===== src/rtl/fetch_queue.sv =====
`default_nettype none
// ============================================================================
//  Module      : fetch_queue
//  Description : Instruction fetch queue between a synchronous instruction ROM
//                and decode. Issues at most one ROM read per cycle under a
//                credit rule, buffers {pc, instruction} pairs in a FIFO,
//                and flushes and refetches on a redirect from execute.
//  Ports       : clock        - pipeline clock, rising edge
//                reset_n      - asynchronous active-low reset
//                imem_addr    - ROM address (current fetch PC)
//                imem_q       - ROM data, one cycle after its address
//                stall        - decode cannot take the head entry
//                redirect     - flush and refetch from redirect_pc
//                redirect_pc  - new fetch target
//                decode_ir    - head instruction (NOP when empty)
//                decode_pc    - head PC (0 when empty)
//                decode_valid - head entry present
//                occupancy    - number of queued entries
//  Revision    : 1.0 - initial release
// ============================================================================
module fetch_queue #(
    parameter int DEPTH = 4,
    parameter int AW    = 10
) (
    input  logic          clock,
    input  logic          reset_n,
    output logic [AW-1:0] imem_addr,
    input  logic [31:0]   imem_q,
    input  logic          stall,
    input  logic          redirect,
    input  logic [AW-1:0] redirect_pc,
    output logic [31:0]   decode_ir,
    output logic [AW-1:0] decode_pc,
    output logic          decode_valid,
    output logic [3:0]    occupancy
);

    localparam int         PW      = (DEPTH > 1) ? $clog2(DEPTH) : 1;
    localparam logic [4:0] C_DEPTH = 5'(DEPTH);

    logic [AW-1:0] fetch_pc_q,    fetch_pc_d;
    logic          inflight_q,    inflight_d;
    logic [AW-1:0] inflight_pc_q, inflight_pc_d;
    logic [PW-1:0] wr_ptr_q,      wr_ptr_d;
    logic [PW-1:0] rd_ptr_q,      rd_ptr_d;
    logic [3:0]    count_q,       count_d;

    logic [AW-1:0] pc_mem_q [DEPTH];
    logic [31:0]   ir_mem_q [DEPTH];

    logic          w_issue;
    logic          w_push;
    logic          w_pop;
    logic [4:0]    w_credit;

    // Head of queue drives decode directly; nothing is bypassed from imem_q.
    assign decode_valid = (count_q != 4'd0);
    assign decode_pc    = decode_valid ? pc_mem_q[rd_ptr_q] : '0;
    assign decode_ir    = decode_valid ? ir_mem_q[rd_ptr_q] : 32'h0;
    assign occupancy    = count_q;
    assign imem_addr    = fetch_pc_q;

    // The outstanding read counts as a reserved slot, so a returning
    // instruction always finds room and the queue can never overflow.
    assign w_credit = {1'b0, count_q} + {4'd0, inflight_q};
    assign w_issue  = ~redirect & (w_credit < C_DEPTH);
    assign w_push   = ~redirect & inflight_q;
    assign w_pop    = ~redirect & decode_valid & ~stall;

    always_comb begin
        fetch_pc_d    = fetch_pc_q;
        inflight_d    = inflight_q;
        inflight_pc_d = inflight_pc_q;
        wr_ptr_d      = wr_ptr_q;
        rd_ptr_d      = rd_ptr_q;
        count_d       = count_q;

        if (redirect) begin
            // Flush everything; the ROM word returning next cycle belongs
            // to the abandoned path and is dropped by clearing inflight.
            fetch_pc_d = redirect_pc;
            inflight_d = 1'b0;
            wr_ptr_d   = '0;
            rd_ptr_d   = '0;
            count_d    = 4'd0;
        end else begin
            // Any pending read completes this edge, so inflight simply
            // follows whether a new read is launched.
            inflight_d = w_issue;
            if (w_issue) begin
                inflight_pc_d = fetch_pc_q;
                fetch_pc_d    = fetch_pc_q + 1'b1;
            end
            if (w_push) begin
                wr_ptr_d = wr_ptr_q + 1'b1;
            end
            if (w_pop) begin
                rd_ptr_d = rd_ptr_q + 1'b1;
            end
            if (w_push && !w_pop) begin
                count_d = count_q + 4'd1;
            end else if (w_pop && !w_push) begin
                count_d = count_q - 4'd1;
            end
        end
    end

    always_ff @(posedge clock or negedge reset_n) begin
        if (!reset_n) begin
            fetch_pc_q    <= '0;
            inflight_q    <= 1'b0;
            inflight_pc_q <= '0;
            wr_ptr_q      <= '0;
            rd_ptr_q      <= '0;
            count_q       <= 4'd0;
        end else begin
            fetch_pc_q    <= fetch_pc_d;
            inflight_q    <= inflight_d;
            inflight_pc_q <= inflight_pc_d;
            wr_ptr_q      <= wr_ptr_d;
            rd_ptr_q      <= rd_ptr_d;
            count_q       <= count_d;
        end
    end

    // Storage needs no reset: entries are only observed while counted valid.
    always_ff @(posedge clock) begin
        if (w_push) begin
            pc_mem_q[wr_ptr_q] <= inflight_pc_q;
            ir_mem_q[wr_ptr_q] <= imem_q;
        end
    end

endmodule
`default_nettype wire


===== config.mk =====
export PLATFORM = sky130hd
export DESIGN_NAME = fetch_queue
export DESIGN_NICKNAME = d
export VERILOG_FILES = /design/src/rtl/fetch_queue.sv
export SDC_FILE = /design/constraint.sdc
export NUM_CORES = 1
export LEC_CHECK = 0
export CAP_MARGIN = 30
export CORE_ASPECT_RATIO = 1.5
export CORE_MARGIN = 1
export CORE_UTILIZATION = 59
export CTS_CLUSTER_DIAMETER = 80
export CTS_CLUSTER_SIZE = 16
export DETAILED_ROUTE_END_ITERATION = 7
export PLACE_DENSITY_LB_ADDON = 0.05
export SLEW_MARGIN = 10
export SYNTH_ARGS = -nofsm -noshare
export SYNTH_HDL_FRONTEND = slang
export SYNTH_SLANG_ARGS = --single-unit

===== constraint.sdc =====
create_clock -name clock -period 5.45 [get_ports clock]
set_input_delay 0.545 -clock clock [delete_from_list [all_inputs] [get_ports clock]]
set_output_delay 0.545 -clock clock [all_outputs]
set_load 0.005 [all_outputs]

==> key figures <==
Yosys
  – Post-Syn Area: 7900 um^2
  – Largest cells by area after synthesis: edfxtp_1 64%, mux4_2 12%, dfrtp_1 9.2%
  – Commonest cells post-synth: 168 x edfxtp_1, 43 x nor2b_1, 42 x mux4_2
  – Post-synth cell types: 38
  – Avg Inst Size Synth: 19.2 um^2
  – Leading area contributor after synthesis: edfxtp_1
  – Most numerous cell in the Yosys netlist: edfxtp_1
  – Post-synth EDFFs: roughly 170
  – Number of synthesized register bits: 197
  – Register area share after synthesis: 0.731
  – Mapped Nets: 466
  – Top-area cell type share of the netlist area: 0.639
  – Synth async-reset ratio: 0.147
  – Yosys warns: 0
  – Cells after synthesis: 412
  – Primary FF master, synth: edfxtp_1

Clocking
  – CTS tree: yes
  – Hold Buf Count CTS: 0
  – Postcts setup bufs: 0
  – H-Tree Level Count: 4
  – # clock sinks: 197
  – CTS resizes: 0
  – Worst-skew pair later-pin latency: 0.43 ns
  – Root Buffer: clkbuf_16
  – CTS clk-pin slew, worst paths: approximately 0.07 ns
  – Clock Tree Buf Depth: 2
  – Num CTS Buffers: 17

Critical path
  – Critical Path Max Stage Delay: 0.99 ns
  – Worst reg2reg startpoint: occupancy[1]$_DFFE_PN0P_
  – Kind of critical path: flop to primary output
  – CP Cell Sequence: mux4_2, nor2b_1, clkdlybuf4s50_1
  – CP arrival: about 2.7 ns
  – Slowest-stage cell, CP: dfrtp_4
  – Flop-to-flop setup slack: around 2.6 ns
  – WP data required: 4.91 ns
  – Reg2Reg Capture Point: occupancy[3]$_DFFE_PN0P_
  – CP startpoint kind: flop
  – Worst Path Buf+Inv: 1
  – Delay-heaviest family, CP: flip-flops
  – Max FO, Critical Path: 45
  – Reg2Reg Depth: 8
  – Crit path capture type: primary output

Pwr
  – Net Sw Frac: 0.276
  – Internal power: around 3300 uW
  – LEAKAGE: 0.00325 uW
  – Seq pwr share: 0.447
  – Pwr per Cell Area: 474 nW/um^2
  – Psw: 1280 uW
  – Clock Power Share: 0.274
  – Worst vdd ir: 0.336 mV
  – Comb pwr share: 0.279

STA
  – Endpoints failing setup: 0
  – Final period util: 0.597
  – Setup Skew: 0.0116 ns
  – F_max: 307 MHz
  – Slew headroom: 0.379
  – Final Critical Period: between 3 and 4 ns
  – RSZ-0062 raised after global routing: no
  – Slew at the pin with the worst max-slew slack: 0.929 ns
  – Slew Limit Fails: 0
  – Final hold violations: 0
  – Setup_tns: 0 ns

Floorplanning
  – Overall die height: 144 um
  – Row count: ~50
  – Effective utilization at floorplan: 0.607
  – Die Area: between 10000 and 15000 um^2
  – Core area: 13000 um^2
  – Die W: 96.5 um
  – IO Pins: 103

Finish
  – Final std cells w/o fill: approximately 690
  – Area added between synthesis and finish: 23.5%
  – Ant diodes: 0
  – Final net count: roughly 570
  – Share of layout cells above drive strength 1: 0.195
  – Design Area, Final: 9760 um^2

Drt
  – Remaining DRCs: 0
  – DR WL/cell: 20.1 um
  – 1st-pass router iterations: 4
  – Post-route antenna net violation count: 0
  – Detailed-route via count: 4002
  – Vias per inst: 5.79
  – Total wire length: 13900 um
  – Initial DRC count: about 240

Placement
  – Cell area after placement: 9140 um^2
  – HPWL Detailed: between 8000 and 9000 um
  – Inst Count DP: approximately 660
  – RD Place Congestion: 0.757
  – Port buffer count: approximately 100

GRT
  – Congestion Overflow GR: 0
  – GRT Util Overall: 0.227
  – Initial antenna violation count: 0
  – Global-route wire length before repair: 22200 um
  – Pin count of the biggest net entering global routing: 50
  – Vias in the first global route: about 4300

Run status
  – Status: finished clean

Flow run
  – Number of max-cap violations: 0

Min path
  – Worst min path class: input pin to asynchronous set/reset pin
==> through the flow <==
step | power, uW | hold slack [ns] | utilization | worst slack (ns)
after floorplan | 2730 | 0.249 | - | 3.07
after global placement | 3350 | 0.486 | 0.696 | 2.21
after detailed placement | 3410 | 0.503 | 0.702 | 2.04
after CTS | 4680 | 0.491 | 0.749 | 2.10
after global routing | 4870 | 0.516 | 0.749 | 1.99
final | 4620 | 0.484 | 0.749 | 2.20
==> power groups by stage <==
stage | combinational, uW | clock, uW | sequential (uW)
finish | 1290 | 1270 | 2060
global route | 1410 | 1360 | 2100
CTS | 1320 | 1290 | 2070
detailed placement | 1300 | 0 | 2100
global placement | 1240 | 0 | 2110
floorplan | 750 | 0 | 1980
==> kinds of logic (layout without fill, tap and decap cells) <==
family | count (synthesis) | in the layout | share of synthesized area
xor gates and xnor gates | 12 | 12 | 0.0133
DFF | 197 | 197 | 0.731
buffers and inverters | 29 | 149 | 0.0160
and+or+nand+nor | 87 | 87 | 0.0662
muxes | 58 | 58 | 0.142
AOI/OAI and AO/OA | 21 | 21 | 0.0182
adders and majority gates | 8 | 8 | 0.0136
==> worst max-delay path by stage <==
stage,startpoint,endpoint,slack [ns],cells after the start
after global placement,redirect,ir_mem_q[1][16]$_DFFE_PP_,2.21,3
after CTS,rd_ptr_q[0]$_DFFE_PN0P_,decode_pc[3],2.10,3
after global routing,rd_ptr_q[0]$_DFFE_PN0P_,decode_pc[3],1.99,3
final,rd_ptr_q[0]$_DFFE_PN0P_,decode_pc[3],2.20,3
after floorplan,redirect,ir_mem_q[0][0]$_DFFE_PP_,3.07,3
after detailed placement,redirect,occupancy[3]$_DFFE_PN0P_,2.04,8
==> cells in the final DEF (no fill, tap or decap), types with 5 or more instances in the layout <==
master / n
inv_1: 8
clkdlybuf4s50_1: 102
mux4_2: 42
clkbuf_16: 17
nor3_1: 6
nand4_1: 6
edfxtp_1: 168
nor2b_1: 43
nand2_1: 10
xnor2_1: 8
dfrtp_1: 27
ha_1: 7
nor2_1: 5
o21ai_0: 9
mux2_2: 13
==> flip-flops by register name (all words and copies together), names as in the netlist <==
signal,cells
imem_addr,10
inflight_pc_q,10
inflight_q,1
ir_mem_q,128
occupancy,4
pc_mem_q,40
rd_ptr_q,2
wr_ptr_q,2
==> worst register-to-register path, delay by kind of cell, from the launching register on <==
kind	cells	cell delay, ns
buffers and inverters	1	0.48
adders and majority gates	1	0.38
DFF	1	0.50
AOI/OAI and AO/OA	4	0.85
and+or+nand+nor	1	0.30
muxes	1	0.17
==> final cells by class <==
class / instances / area [um^2]
Sequential cell: 197 / 5780
Clock inverter: 14 / 183
Fill cell: 791 / 3260
Tap cell: 159 / 199
Multi-Input combinational cell: 186 / 2020
Timing Repair Buffer: 109 / 1120
Inverter: 8 / 30.0
Clock buffer: 18 / 429
==> metal layers <==
layer / track usage / share of wire
met2: 0.394 / 0.55
met4: 0.0836 / 0.014
met1: 0.264 / 0.39
met3: 0.0640 / 0.050
met5: 0 / 0
(Power assumes the default switching activity.)
